## src/rtl/core_boot_sequencer_pkg.sv

```systemverilog
// Shared types for the vanilla core boot path: network packet, data-memory request,
// instruction word layout and the boot sequencer state encoding.
package core_boot_sequencer_pkg;

  localparam int rs_imm_size_gp = 6;

  typedef enum logic [2:0] {
    NULL  = 3'd0,
    INSTR = 3'd1,
    REG   = 3'd2,
    PC    = 3'd3,
    BAR   = 3'd4
  } net_op_e;

  typedef struct packed {
    logic [4:0]                opcode;
    logic [4:0]                rd;
    logic [rs_imm_size_gp-1:0] rs_imm;
  } instruction_s;

  typedef struct packed {
    logic [9:0]  ID;
    net_op_e     net_op;
    logic [4:0]  reserved;
    logic [9:0]  net_addr;
    logic [31:0] net_data;
  } net_packet_s;

  // valid is the MSB of the flattened request
  typedef struct packed {
    logic        valid;
    logic        wen;
    logic        byte_not_word;
    logic [31:0] write_data;
    logic        yumi;
  } mem_in_s;

  typedef enum logic [2:0] {
    S_IDLE, S_DMEM, S_INSTR, S_REG, S_BAR, S_PC, S_RUN
  } boot_state_e;

  localparam int NET_PACKET_W = $bits(net_packet_s);
  localparam int MEM_IN_W     = $bits(mem_in_s);

endpackage

```

## src/rtl/core_boot_sequencer_mem_arbiter.sv

```systemverilog
// Data-memory port owner: registered loader store driver plus a combinational
// select that hands the port to the core once boot has finished.
module boot_mem_arbiter
  import core_boot_sequencer_pkg::*;
(
  input  logic                clk,
  input  logic                reset,
  input  logic                ld_store,
  input  logic [31:0]         ld_addr,
  input  logic [31:0]         ld_data,
  input  logic                sel_core,
  input  logic [MEM_IN_W-1:0] core_mem_flat,
  input  logic [31:0]         core_mem_addr,
  output logic [MEM_IN_W-1:0] mem_flat,
  output logic [31:0]         mem_addr
);

  logic        vld_p1;
  logic [31:0] addr_p1;
  mem_in_s     ld_req;

  always_ff @(posedge clk) begin
    if (!reset) vld_p1 <= 1'b0;
    else        vld_p1 <= ld_store;
  end

  always_ff @(posedge clk) begin
    addr_p1 <= ld_addr;
  end

  // ROM data arrives in the cycle the registered store is presented, so it bypasses the register
  always_comb begin
    ld_req            = '0;
    ld_req.valid      = vld_p1;
    ld_req.wen        = vld_p1;
    ld_req.yumi       = vld_p1;
    ld_req.write_data = vld_p1 ? ld_data : 32'h0;
    mem_flat          = ld_req;
    mem_addr          = vld_p1 ? addr_p1 : 32'h0;
    if (sel_core) begin
      mem_flat = core_mem_flat;
      mem_addr = core_mem_addr;
    end
  end

endmodule

```

## src/rtl/core_boot_sequencer.sv

```systemverilog
// Boot sequencer for the vanilla core: preloads data memory, streams INSTR/REG/BAR/PC
// packets, then releases the memory port. Optional monitor: BOOT_STATUS_MONITOR_EN.
module core_boot_sequencer
  import core_boot_sequencer_pkg::*;
#(
  parameter int          DATA_WORDS_P  = 1024,
  parameter int          INSTR_WORDS_P = 1024,
  parameter int          REG_WORDS_P   = 64,
  parameter logic [31:0] BAR_MASK_P    = 32'h2,
  parameter logic [9:0]  BAR_ADDR_P    = 10'd24,
  parameter logic [31:0] START_PC_P    = 32'h5,
  parameter logic [9:0]  CORE_ID_P     = 10'd1
) (
  input  logic                    clk,
  input  logic                    reset,
  input  logic                    start_i,
  output logic [9:0]              drom_addr_o,
  input  logic [31:0]             drom_data_i,
  output logic [9:0]              irom_addr_o,
  input  logic [15:0]             irom_data_i,
  output logic [5:0]              rrom_addr_o,
  input  logic [39:0]             rrom_data_i,
  input  logic [MEM_IN_W-1:0]     core_mem_flat_i,
  input  logic [31:0]             core_mem_addr_i,
  output logic [MEM_IN_W-1:0]     mem_flat_o,
  output logic [31:0]             mem_addr_o,
  output logic [NET_PACKET_W-1:0] packet_flat_o,
  output logic                    busy_o,
  output logic                    done_o
`ifdef BOOT_STATUS_MONITOR_EN
  ,
  output logic                    fail_o,
  output logic                    halt_o,
  output logic [15:0]             pass_count_o
`endif
);

  localparam int MAX_WORDS = (DATA_WORDS_P > INSTR_WORDS_P)
                           ? ((DATA_WORDS_P > REG_WORDS_P) ? DATA_WORDS_P : REG_WORDS_P)
                           : ((INSTR_WORDS_P > REG_WORDS_P) ? INSTR_WORDS_P : REG_WORDS_P);
  localparam int CNT_W = $clog2(MAX_WORDS) + 1;

  boot_state_e      state, state_nxt;
  logic [CNT_W-1:0] cnt, cnt_nxt;
  logic             phase_b, phase_b_nxt;
  logic [31:0]      cnt32;
  logic [9:0]       pkt_idx;
  logic [5:0]       rrom_next;
  net_packet_s      pkt_p0, pkt_p1;
  logic             unused_rrom_bits;

  assign cnt32            = 32'(cnt);
  assign pkt_idx          = cnt32[9:0] - 10'd1;
  assign rrom_next        = cnt32[5:0] + 6'd1;
  assign unused_rrom_bits = ^rrom_data_i[39:38];

  always_ff @(posedge clk) begin
    if (!reset) begin
      state   <= S_IDLE;
      cnt     <= '0;
      phase_b <= 1'b0;
    end else begin
      state   <= state_nxt;
      cnt     <= cnt_nxt;
      phase_b <= phase_b_nxt;
    end
  end

  // INSTR spends one extra cycle draining the ROM pipeline; REG address 0 is issued in it
  always_comb begin
    state_nxt   = state;
    cnt_nxt     = cnt;
    phase_b_nxt = phase_b;
    case (state)
      S_IDLE: if (start_i) begin
        state_nxt   = S_DMEM;
        cnt_nxt     = '0;
        phase_b_nxt = 1'b0;
      end
      S_DMEM: begin
        phase_b_nxt = ~phase_b;
        if (phase_b) begin
          if (cnt32 == 32'(DATA_WORDS_P - 1)) begin
            state_nxt = S_INSTR;
            cnt_nxt   = '0;
          end else begin
            cnt_nxt = cnt + 1'b1;
          end
        end
      end
      S_INSTR: begin
        if (cnt32 == 32'(INSTR_WORDS_P)) begin
          state_nxt = S_REG;
          cnt_nxt   = '0;
        end else begin
          cnt_nxt = cnt + 1'b1;
        end
      end
      S_REG: begin
        if (cnt32 == 32'(REG_WORDS_P - 1)) begin
          state_nxt = S_BAR;
          cnt_nxt   = '0;
        end else begin
          cnt_nxt = cnt + 1'b1;
        end
      end
      S_BAR:   state_nxt = S_PC;
      S_PC:    state_nxt = S_RUN;
      default: state_nxt = state;
    endcase
  end

  assign drom_addr_o = (state == S_DMEM)  ? cnt32[9:0] : 10'd0;
  assign irom_addr_o = (state == S_INSTR) ? cnt32[9:0] : 10'd0;
  assign rrom_addr_o = (state == S_REG)   ? rrom_next  : 6'd0;

  always_comb begin
    pkt_p0 = pkt_p1;
    case (state)
      S_INSTR: if (cnt32 != 32'd0) begin
        pkt_p0          = '0;
        pkt_p0.ID       = CORE_ID_P;
        pkt_p0.net_op   = INSTR;
        pkt_p0.net_addr = pkt_idx;
        pkt_p0.net_data = {16'h0, irom_data_i};
      end
      S_REG: begin
        pkt_p0          = '0;
        pkt_p0.ID       = CORE_ID_P;
        pkt_p0.net_op   = REG;
        pkt_p0.net_addr = {4'h0, rrom_data_i[37:32]};
        pkt_p0.net_data = rrom_data_i[31:0];
      end
      S_BAR: begin
        pkt_p0          = '0;
        pkt_p0.ID       = CORE_ID_P;
        pkt_p0.net_op   = BAR;
        pkt_p0.net_addr = BAR_ADDR_P;
        pkt_p0.net_data = BAR_MASK_P;
      end
      S_PC: begin
        pkt_p0          = '0;
        pkt_p0.ID       = CORE_ID_P;
        pkt_p0.net_op   = PC;
        pkt_p0.net_data = START_PC_P;
      end
      S_RUN: begin
        pkt_p0          = '0;
        pkt_p0.ID       = CORE_ID_P;
        pkt_p0.net_op   = NULL;
        pkt_p0.net_addr = BAR_ADDR_P;
        pkt_p0.net_data = 32'hFFFF_FFFE;
      end
      default: pkt_p0 = pkt_p1;
    endcase
  end

  // ---- stage p1: registered packet to the core ----
  always_ff @(posedge clk) begin
    if (!reset) pkt_p1 <= '0;
    else        pkt_p1 <= pkt_p0;
  end

  assign packet_flat_o = pkt_p1;
  assign busy_o        = (state != S_IDLE) && (state != S_RUN);
  assign done_o        = (state == S_RUN);

  boot_mem_arbiter u_arb (
    .clk           (clk),
    .reset         (reset),
    .ld_store      ((state == S_DMEM) && !phase_b),
    .ld_addr       ({cnt32[29:0], 2'b00}),
    .ld_data       (drom_data_i),
    .sel_core      (state == S_RUN),
    .core_mem_flat (core_mem_flat_i),
    .core_mem_addr (core_mem_addr_i),
    .mem_flat      (mem_flat_o),
    .mem_addr      (mem_addr_o)
  );

`ifdef BOOT_STATUS_MONITOR_EN
  function automatic logic [15:0] sat_inc16(input logic [15:0] v);
    return (v == 16'hFFFF) ? v : v + 16'd1;
  endfunction

  logic mon_vld_p0;
  assign mon_vld_p0 = (state == S_RUN) && core_mem_flat_i[MEM_IN_W-1];

  always_ff @(posedge clk) begin
    if (!reset) begin
      fail_o       <= 1'b0;
      halt_o       <= 1'b0;
      pass_count_o <= 16'h0;
    end else if (mon_vld_p0) begin
      if (core_mem_addr_i == 32'hDEAD_DEAD) begin
        fail_o <= 1'b1;
        halt_o <= 1'b1;
      end else if (core_mem_addr_i == 32'h600D_BEEF) begin
        halt_o <= 1'b1;
      end else if (core_mem_addr_i == 32'hC0FF_EEEE) begin
        pass_count_o <= sat_inc16(pass_count_o);
      end
    end
  end
`endif

endmodule
```

## config.mk

```make
export PLATFORM = sky130hd
export DESIGN_NAME = core_boot_sequencer
export DESIGN_NICKNAME = d
export VERILOG_FILES = /design/src/rtl/core_boot_sequencer_pkg.sv /design/src/rtl/core_boot_sequencer_mem_arbiter.sv /design/src/rtl/core_boot_sequencer.sv
export SDC_FILE = /design/constraint.sdc
export NUM_CORES = 1
export LEC_CHECK = 0
export ABC_AREA = 1
export CORE_MARGIN = 1
export CORE_UTILIZATION = 23
export CTS_CLUSTER_SIZE = 14
export DETAILED_ROUTE_END_ITERATION = 16
export GPL_TIMING_DRIVEN = 1
export HOLD_SLACK_MARGIN = 0.15
export REMOVE_ABC_BUFFERS = 1
export SKIP_CTS_REPAIR_TIMING = 1
export SYNTH_ARGS = -nofsm -noshare
export SYNTH_HDL_FRONTEND = slang
export SYNTH_SLANG_ARGS = --single-unit
export TNS_END_PERCENT = 5
```

## constraint.sdc

```tcl
create_clock -name clk -period 2.3 [get_ports clk]
set_clock_uncertainty 0.2 [all_clocks]
set_input_delay 0.345 -clock clk [delete_from_list [all_inputs] [get_ports clk]]
set_output_delay 0.345 -clock clk [all_outputs]
set_load 0.05 [all_outputs]
```

==> summary.md, run 1 <==
| Metric | Value |
|---|---|
| Sink Count | 73 |
| FF-to-FF End | packet_flat_o[19]$_SDFFE_PN0P_ |
| Antenna violations before repair | 0 |
| Synth area leaders | dfxtp_1, nand2_1, nor2_1 |
| Vias in the first global route | 5164 |
| Layout overhead on the synthesized area | 106% |
| Async SR Flop Fraction | 0% |
| Maximum vdd drop | 521 uV |
| Worst Hold Depth | 0 |
| Post-route antenna net violation count | 0 |
| Placed cell area | 8540 sq um |
| Crit path top cell by count | buf_12 |
| Min Tclk post-route | 2.31 ns |
| Worst-margin pin slew | 0.623 ns |
| Place WS | 0.139 ns |
| Pleak | 0.00371 uW |
| Final WS setup | -0.00698 ns |
| Yosys Warn Count | 0 |
| Number of iterations in the first detailed-routing pass | 5 |
| Cell Rows | 50 |
| Seq/Total Area, Yosys | 33.0% |
| DP Wirelength | 14.1 mm |
| Final #Nets | 1168 |
| CP max-delay cell | dfxtp_4 |
| Hold Path Sink | u_arb.addr_p1[12]$_DFF_P_ |
| Total GRT Usage | 18.4% |
| Post-synth top area share | 33.0% |
| Clk Latency, worst-skew pair | 0.34 ns |
| RD Place Congestion | 0.851 |
| Synth area leader | dfxtp_1 |
| Seq cells post-synth | 73 |
| Synthesized area | 4430 sq um |
| Hold Startpoint | cnt[10]$_SDFFE_PN0P_ |
| Slew headroom | 58.4% |
| Distinct cells, synth | 35 |
| Hold Fails Final Rpt | 0 |
| Tcrit/Tclk final | 100% |
| Crit path required time | 1.75 ns |
| DR DRC count | 0 |
| Root Buffer | clkbuf_16 |
| Layout Cells excl Fill | 1272 |
| Worst EP arrival | 1.76 ns |
| EDFF count, synth | 0 |
| Worst r2r src | cnt[1]$_SDFFE_PN0P_ |
| Total number of vias | 5633 |
| Total CTS buffers | 9 |
| Maxcap violations | 0 |
| Most common cell in the synthesized netlist | nand2_1 |
| Setup TNS | -0.00698 ns |
| Initial drt markers | 290 |
| Maximum clock rate | 433 MHz |
| Dominant synthesized flop cell | dfxtp_1 |
| Via density | 4.43 |
| Core area | 18800 sq um |
| RSZ-0062 raised after global routing | true |
| Cell count after synthesis | 718 |
| Critical path, cell by cell | nand2_2, nor2_4, buf_4, inv_2, buf_12, nor2_1, buf_12 |
| Htree depth | 3 |
| First-pass GRT wire length | 28.3 mm |
| Setup CP Type | flop to output port |
| Area of the die | 19800 sq um |
| Pin count of the biggest net entering global routing | 88 |
| Die Y | 141 microns |
| Layout cells sized above 1 | 21.7% |
| Max-slew violations | 0 |
| Critical Path Fanout Max | 53 |
| Status | complete, but fails checks |
| Clock-pin slew on the worst setup and hold paths | 0.06 ns |
| Worst Setup End Kind | output port |
| Max Buffers Root-to-Sink | 2 |
| Drt wl/cell | 15.3 microns |
| Avg Inst Size Synth | 6.18 sq um |
| Violated checks | setup timing |
| Detailed Route WL | 19.4 mm |
| # IOs | 315 |
| Dpl cells | 1249 |
| Endpoints failing setup | 1 |
| Die Width | 141 microns |
| Port Buffers | 298 |
| PD cells | 944 nW/um^2 |
| Final Cell Area | 9120 sq um |
| Slowest stage delay, CP | 0.39 ns |
| Depth of the worst register-to-register path | 9 |
| CTS tree | yes |
| Grt total ovfl | 0 |
| # diodes | 0 |
| Worst R2R Setup Slack | 0.22 ns |
| Critical Path Source Type | flop |
| Top cells by count, synth | nand2_1, nor2_1, dfxtp_1, o21ai_0, inv_1 |
| Hold crit path type | flop to flop |
| Starting Density | 23.5% |
## worst max-delay path by stage
stage,to,depth (start not counted),from
floorplan,mem_addr_o[0],4,state[2]$_SDFFE_PN0P_
global placement,mem_flat_o[12],7,state[1]$_SDFFE_PN0P_
detailed placement,mem_flat_o[12],7,state[1]$_SDFFE_PN0P_
CTS,mem_flat_o[12],7,state[1]$_SDFFE_PN0P_
global route,mem_addr_o[28],7,state[1]$_SDFFE_PN0P_
finish,mem_addr_o[28],7,state[1]$_SDFFE_PN0P_
## final cells by class
type / count / area (sq um)
flip-flops and latches: 73 / 1470
repair buffers: 323 / 4190
fillers: 1806 / 9710
well taps: 260 / 325
clock inverters: 6 / 91.3
multi-input cells: 540 / 2570
inverters: 60 / 234
clock buffers: 10 / 229
## sequential cells by signal (all words and copies together) (netlist names)
| signal | cells |
|---|---|
| phase_b | 1 |
| packet_flat_o | 46 |
| state | 3 |
| u_arb.vld_p1 | 1 |
| u_arb.addr_p1 | 11 |
| cnt | 11 |
## critical path: cells and delay by family, from the launching register on
kind / cells / cell delay, ns
DFF: 1 / 0.39
and+or+nand+nor: 3 / 0.47
buffers and inverters: 4 / 0.54
## cells by family (layout without fill, tap and decap cells)
logic type | Yosys count | after routing | share of synthesized area, %
AO/OA/AOI/OAI | 126 | 126 | 15.7
other | 1 | 14 | 0.0846
buffers and inverters | 118 | 399 | 13.1
flip-flops | 73 | 73 | 33.0
XOR/XNOR | 7 | 7 | 1.38
adder cells (fa/ha/maj) | 2 | 2 | 0.564
AND/OR/NAND/NOR | 391 | 391 | 36.1
## cell usage in the layout (no fill, tap or decap), types with 2 or more instances in the layout
master	netlist	routed
a22oi_1	3	3
nand3_2	2	2
inv_1	48	46
a211oi_1	2	2
buf_6	7	3
nand3b_1	2	2
ha_1	2	2
nand4_1	4	4
dfxtp_4	0	2
dfxtp_2	0	4
buf_4	19	22
nor3_1	3	3
nor2_4	4	5
inv_4	1	2
dfxtp_1	73	67
xor2_1	6	5
a21oi_1	27	27
conb_1	1	14
clkinv_4	0	2
inv_2	10	10
nand2_1	221	221
nand2_4	2	2
bufinv_16	0	2
o21ai_0	54	11
buf_12	0	98
clkbuf_16	0	11
clkdlybuf4s50_1	0	198
o21ai_2	6	19
a31oi_1	19	19
nor2_2	3	30
nor2_1	112	84
o21ai_1	12	42
nand3_1	37	37
## power breakdown
part,switching [uW],internal (uW)
clock network,579,956
logic,3370,1890
registers,202,1610
total,4150,4450
## metal layers
layer	track usage, %	wire, microns
met1	21.3	7710
met2	32.3	9720
met3	6.32	1790
met4	4.29	226
met5	0	0
## metrics by stage
stage	utilization, %	power, uW	hold slack [ns]
after global placement	45.4	6940	0.199
final	48.4	8600	0.212
after floorplan	-	4800	0.173
after CTS	47.1	8510	0.212
after global routing	48.4	9080	0.221
after detailed placement	45.4	6940	0.204
(Power assumes the default switching activity.)
==> run 2: changes to the inputs <==
CORE_AREA = 2 2 121 123   (was unset)
CORE_MARGIN = unset   (was 1)
CORE_UTILIZATION = unset   (was 23)
DIE_AREA = 0 0 123 125   (was unset)
PLACE_DENSITY = 0.74   (was unset)
==> summary.md, run 2 (synthesis gave the netlist of run 1 again) <==
| Metric | Value |
|---|---|
| Critical Path Fanout Max | 22 |
| Area of the die | 15400 sq um |
| Final WS setup | -0.0170 ns |
| Place WS | 0.0798 ns |
| Antenna violations before repair | 0 |
| Worst Hold Depth | 0 |
| Min Tclk post-route | 2.32 ns |
| Post-route antenna net violation count | 0 |
| Violated checks | setup timing |
| PD cells | 936 nW/um^2 |
| Dpl cells | 1172 |
| Maximum vdd drop | 616 uV |
| Port Buffers | 298 |
| Cell Rows | 44 |
| Vias in the first global route | 5255 |
| Layout overhead on the synthesized area | 103% |
| CTS tree | yes |
| Sink Count | 73 |
| Most frequent cells in the layout | nand2_1, clkdlybuf4s50_1, buf_12 |
| Tcrit/Tclk final | 101% |
| DP Wirelength | 14.1 mm |
| Endpoints failing setup | 4 |
| RD Place Congestion | 0.903 |
| Initial drt markers | 218 |
| Core area | 14200 sq um |
| Grt total ovfl | 0 |
| Worst EP arrival | 1.77 ns |
| Die Y | 125 microns |
| Root Buffer | clkbuf_16 |
| Total CTS buffers | 9 |
| Crit path required time | 1.75 ns |
| Number of flip-flops in the largest register | 46 |
| Hold crit path type | flop to flop |
| Worst R2R Setup Slack | 0.20 ns |
| Worst-margin pin slew | 0.559 ns |
| Setup CP Type | flop to output port |
| Maxcap violations | 0 |
| First-pass GRT wire length | 27.5 mm |
| Total number of vias | 5676 |
| Starting Density | 31.2% |
| Maximum clock rate | 432 MHz |
| # diodes | 0 |
| Via density | 4.74 |
| Htree depth | 3 |
| Fin Hold WS | 0.210 ns |
| Die Width | 123 microns |
| Number of iterations in the first detailed-routing pass | 5 |
| Pin count of the biggest net entering global routing | 88 |
| RSZ-0062 raised after global routing | true |
| Final #Nets | 1169 |
| Most common library cell in the layout ignoring fill and taps | nand2_1 |
| Depth of the worst register-to-register path | 9 |
| # IOs | 315 |
| Clock-pin slew on the worst setup and hold paths | 0.06 ns |
| Drt wl/cell | 16.3 microns |
| Fill cells | 1194 |
| Layout Cells excl Fill | 1197 |
| Detailed Route WL | 19.5 mm |
| Max Buffers Root-to-Sink | 2 |
| Hold Fails Final Rpt | 0 |
| Layout cells sized above 1 | 21.3% |
| Total power | 8430 uW |
| Pleak | 0.00367 uW |
| Clk Latency, worst-skew pair | 0.33 ns |
| Slew headroom | 62.6% |
| Total GRT Usage | 22.7% |
| Final Util | 63.4% |
| Max-slew violations | 0 |
| Worst Setup End Kind | output port |
| DR DRC count | 0 |
| Critical Path Source Type | flop |
| Status | complete, but fails checks |
-- run 2: path summary, 6_finish.rpt --
kind	start	end
max	state[2]$_SDFFE_PN0P_	mem_flat_o[4]
min	cnt[10]$_SDFFE_PN0P_	u_arb.addr_p1[12]$_DFF_P_
max reg2reg	cnt[1]$_SDFFE_PN0P_	packet_flat_o[34]$_SDFFE_PN0P_
min reg2reg	cnt[10]$_SDFFE_PN0P_	u_arb.addr_p1[12]$_DFF_P_
-- run 2: final cells by class --
type / instances / area, sq um / area share, %
timing repair buffer: 323 / 4210 / 46.7
inverter: 60 / 231 / 2.57
multi-input combinational: 541 / 2570 / 28.6
clock inverter: 6 / 58.8 / 0.653
sequential: 73 / 1470 / 16.4
tap: 184 / 230 / 2.56
clock buffer: 10 / 229 / 2.54
-- run 2: metal layers --
layer / part of all wire (%) / global-route usage [%]
met4: 2.2 / 6.75
met1: 38 / 25.2
met3: 11 / 8.85
met2: 49 / 39.6
met5: 0 / 0
-- run 2: metrics by stage --
| step | TNS (ns) | instance area, sq um |
|---|---|---|
| final | -0.0361 | 9000 |
| after global placement | 0 | 8430 |
| after global routing | -1.41 | 9000 |
| after detailed placement | 0 | 8430 |
| after floorplan | -259.15 | 4130 |
| after CTS | -11.34 | 8720 |
-- run 2: critical path: stages (launching register included) --
cell,delay (ns)
dfxtp_4,0.40
nand2_2,0.12
nor2_4,0.18
buf_12,0.15
clkbuf_16,0.19
nand2_1,0.06
o21ai_0,0.14
buf_12,0.19
-- run 2: power breakdown --
| part | switching, uW | internal (uW) |
|---|---|---|
| logic | 3370 | 1870 |
| clock network | 542 | 834 |
| registers | 206 | 1610 |
| total | 4120 | 4310 |
==> run 3: changes to the inputs <==
RECOVER_POWER = 100   (was unset)
SLEW_MARGIN = 20   (was unset)
==> summary.md, run 3 (synthesis gave the netlist of run 1 again) <==
| Metric | Value |
|---|---|
| Port Buffers | 298 |
| Antenna violations before repair | 0 |
| Worst r2r src | cnt[1]$_SDFFE_PN0P_ |
| Grt total ovfl | 0 |
| Total GRT Usage | 22.7% |
| Routed met3 length | 2.09 mm |
| Number of flip-flops in the largest register | 46 |
| Pin count of the biggest net entering global routing | 88 |
| Starting Density | 31.2% |
| DP Wirelength | 14.1 mm |
| Layout cells sized above 1 | 21.1% |
| Worst R2R Setup Slack | 0.17 ns |
| Max-slew violations | 0 |
| Most common library cell in the layout ignoring fill and taps | nand2_1 |
| Final WS setup | -0.0147 ns |
| Clk Latency, worst-skew pair | 0.33 ns |
| Maximum vdd drop | 616 uV |
| M1 wire length | 7.38 mm |
| Core area | 14200 sq um |
| Met2 WL | 9.67 mm |
| Area of the die | 15400 sq um |
| Final #Nets | 1169 |
| # diodes | 0 |
| Die Width | 123 microns |
| Worst Setup EP | mem_flat_o[4] |
| Drt wl/cell | 16.3 microns |
| Crit path required time | 1.75 ns |
| Critical path, cell by cell | nand2_2, nor2_4, buf_12, clkbuf_16, nand2_1, o21ai_0, buf_12 |
| Detailed Route WL | 19.6 mm |
| Slew headroom | 52.4% |
| Cell Rows | 44 |
| DR DRC count | 0 |
| Min Tclk post-route | 2.31 ns |
| Total CTS buffers | 9 |
| RSZ-0062 raised after global routing | true |
| Number of iterations in the first detailed-routing pass | 5 |
| Total power | 8430 uW |
| Depth of the worst register-to-register path | 9 |
| Maxcap violations | 0 |
| CTS tree | yes |
| Clock-pin slew on the worst setup and hold paths | 0.06 ns |
| Maximum clock rate | 432 MHz |
| Initial drt markers | 218 |
| # IOs | 315 |
| Max Buffers Root-to-Sink | 2 |
| Total number of vias | 5682 |
| Fill cells | 1195 |
| Tcrit/Tclk final | 101% |
| Slowest stage delay, CP | 0.40 ns |
| Fin Hold WS | 0.211 ns |
| Place WS | 0.0798 ns |
| Layout overhead on the synthesized area | 103% |
| FF-to-FF End | packet_flat_o[34]$_SDFFE_PN0P_ |
| Top sig layer | met4 |
| Critical Path Source Type | flop |
| Root Buffer | clkbuf_16 |
| Post-route antenna net violation count | 0 |
| CP max-delay cell | dfxtp_4 |
| Worst-margin pin slew | 0.713 ns |
| Status | complete, but fails checks |
| Via density | 4.75 |
| Die Y | 125 microns |
| Sink Count | 73 |
| Pleak | 0.00366 uW |
| Hold Fails Final Rpt | 0 |
| Hold crit path type | flop to flop |
| Htree depth | 3 |
| Most frequent cells in the layout | nand2_1, clkdlybuf4s50_1, buf_12 |
| Violated checks | setup timing |
| Worst EP arrival | 1.77 ns |
| Critical Path Fanout Max | 22 |
| PD cells | 937 nW/um^2 |
| RD Place Congestion | 0.903 |
| First-pass GRT wire length | 27.5 mm |
| Critical Path Start | state[2]$_SDFFE_PN0P_ |
| Vias in the first global route | 5255 |
| Endpoints failing setup | 4 |
| Setup CP Type | flop to output port |
| Crit path top cell by count | buf_12 |
| Worst Setup End Kind | output port |
## run 3: cell types whose count changed in the layout (fill, tap and decap cells not counted), sizes merged
cell,previous run,this run
dlygate4sd3,0,1
clkbuf,13,16
buf,119,116
clkdlybuf4s50,201,200
## run 3: worst max-delay path: cells and delay by family (launching register included)
kind | cells | cell delay (ns)
AO/OA/AOI/OAI | 1 | 0.14
buffers and inverters | 3 | 0.53
flip-flops | 1 | 0.40
AND/OR/NAND/NOR | 3 | 0.36
## run 3: final cells by class
class / instances / area [sq um] / share of cell area (%)
Clock buffer: 10 / 229 / 2.55
Clock inverter: 6 / 58.8 / 0.654
Inverter: 60 / 231 / 2.57
Multi-Input combinational cell: 541 / 2570 / 28.6
Sequential cell: 73 / 1470 / 16.4
Tap cell: 184 / 230 / 2.56
Timing Repair Buffer: 323 / 4200 / 46.7
## run 3: layer usage
layer | GRT usage [%] | up-vias
li1 | - | 2832
met4 | 6.75 | 0
met5 | 0 | -
met1 | 25.2 | 2561
met2 | 39.6 | 267
met3 | 8.85 | 22
## run 3: metrics by stage
stage | utilization, % | setup TNS [ns] | cells | instance area, sq um
4_1_cts | 61.4 | -11.34 | 1188 | 8720
6_report | 63.3 | -0.0268 | 1197 | 8990
3_5_place_dp | 59.4 | 0 | 1172 | 8430
2_1_floorplan | - | -259.15 | 673 | 4130
5_1_grt | 63.3 | -1.41 | 1197 | 8990
3_3_place_gp | 59.4 | 0 | 1172 | 8430
## run 3: how the worst min path moves through the flow
stage / slack (ns) / endpoint / cells after the start / startpoint
CTS: 0.20 / u_arb.addr_p1[12]$_DFF_P_ / 0 / cnt[10]$_SDFFE_PN0P_
detailed placement: 0.20 / u_arb.addr_p1[12]$_DFF_P_ / 0 / cnt[10]$_SDFFE_PN0P_
global route: 0.21 / u_arb.addr_p1[12]$_DFF_P_ / 0 / cnt[10]$_SDFFE_PN0P_
floorplan: 0.17 / u_arb.addr_p1[12]$_DFF_P_ / 0 / cnt[10]$_SDFFE_PN0P_
finish: 0.21 / u_arb.addr_p1[12]$_DFF_P_ / 0 / cnt[10]$_SDFFE_PN0P_
global placement: 0.19 / u_arb.addr_p1[12]$_DFF_P_ / 0 / cnt[10]$_SDFFE_PN0P_
## run 3: power breakdown
part	internal (uW)	switching (uW)
clock	834	542
sequential	1610	205
combinational	1860	3380
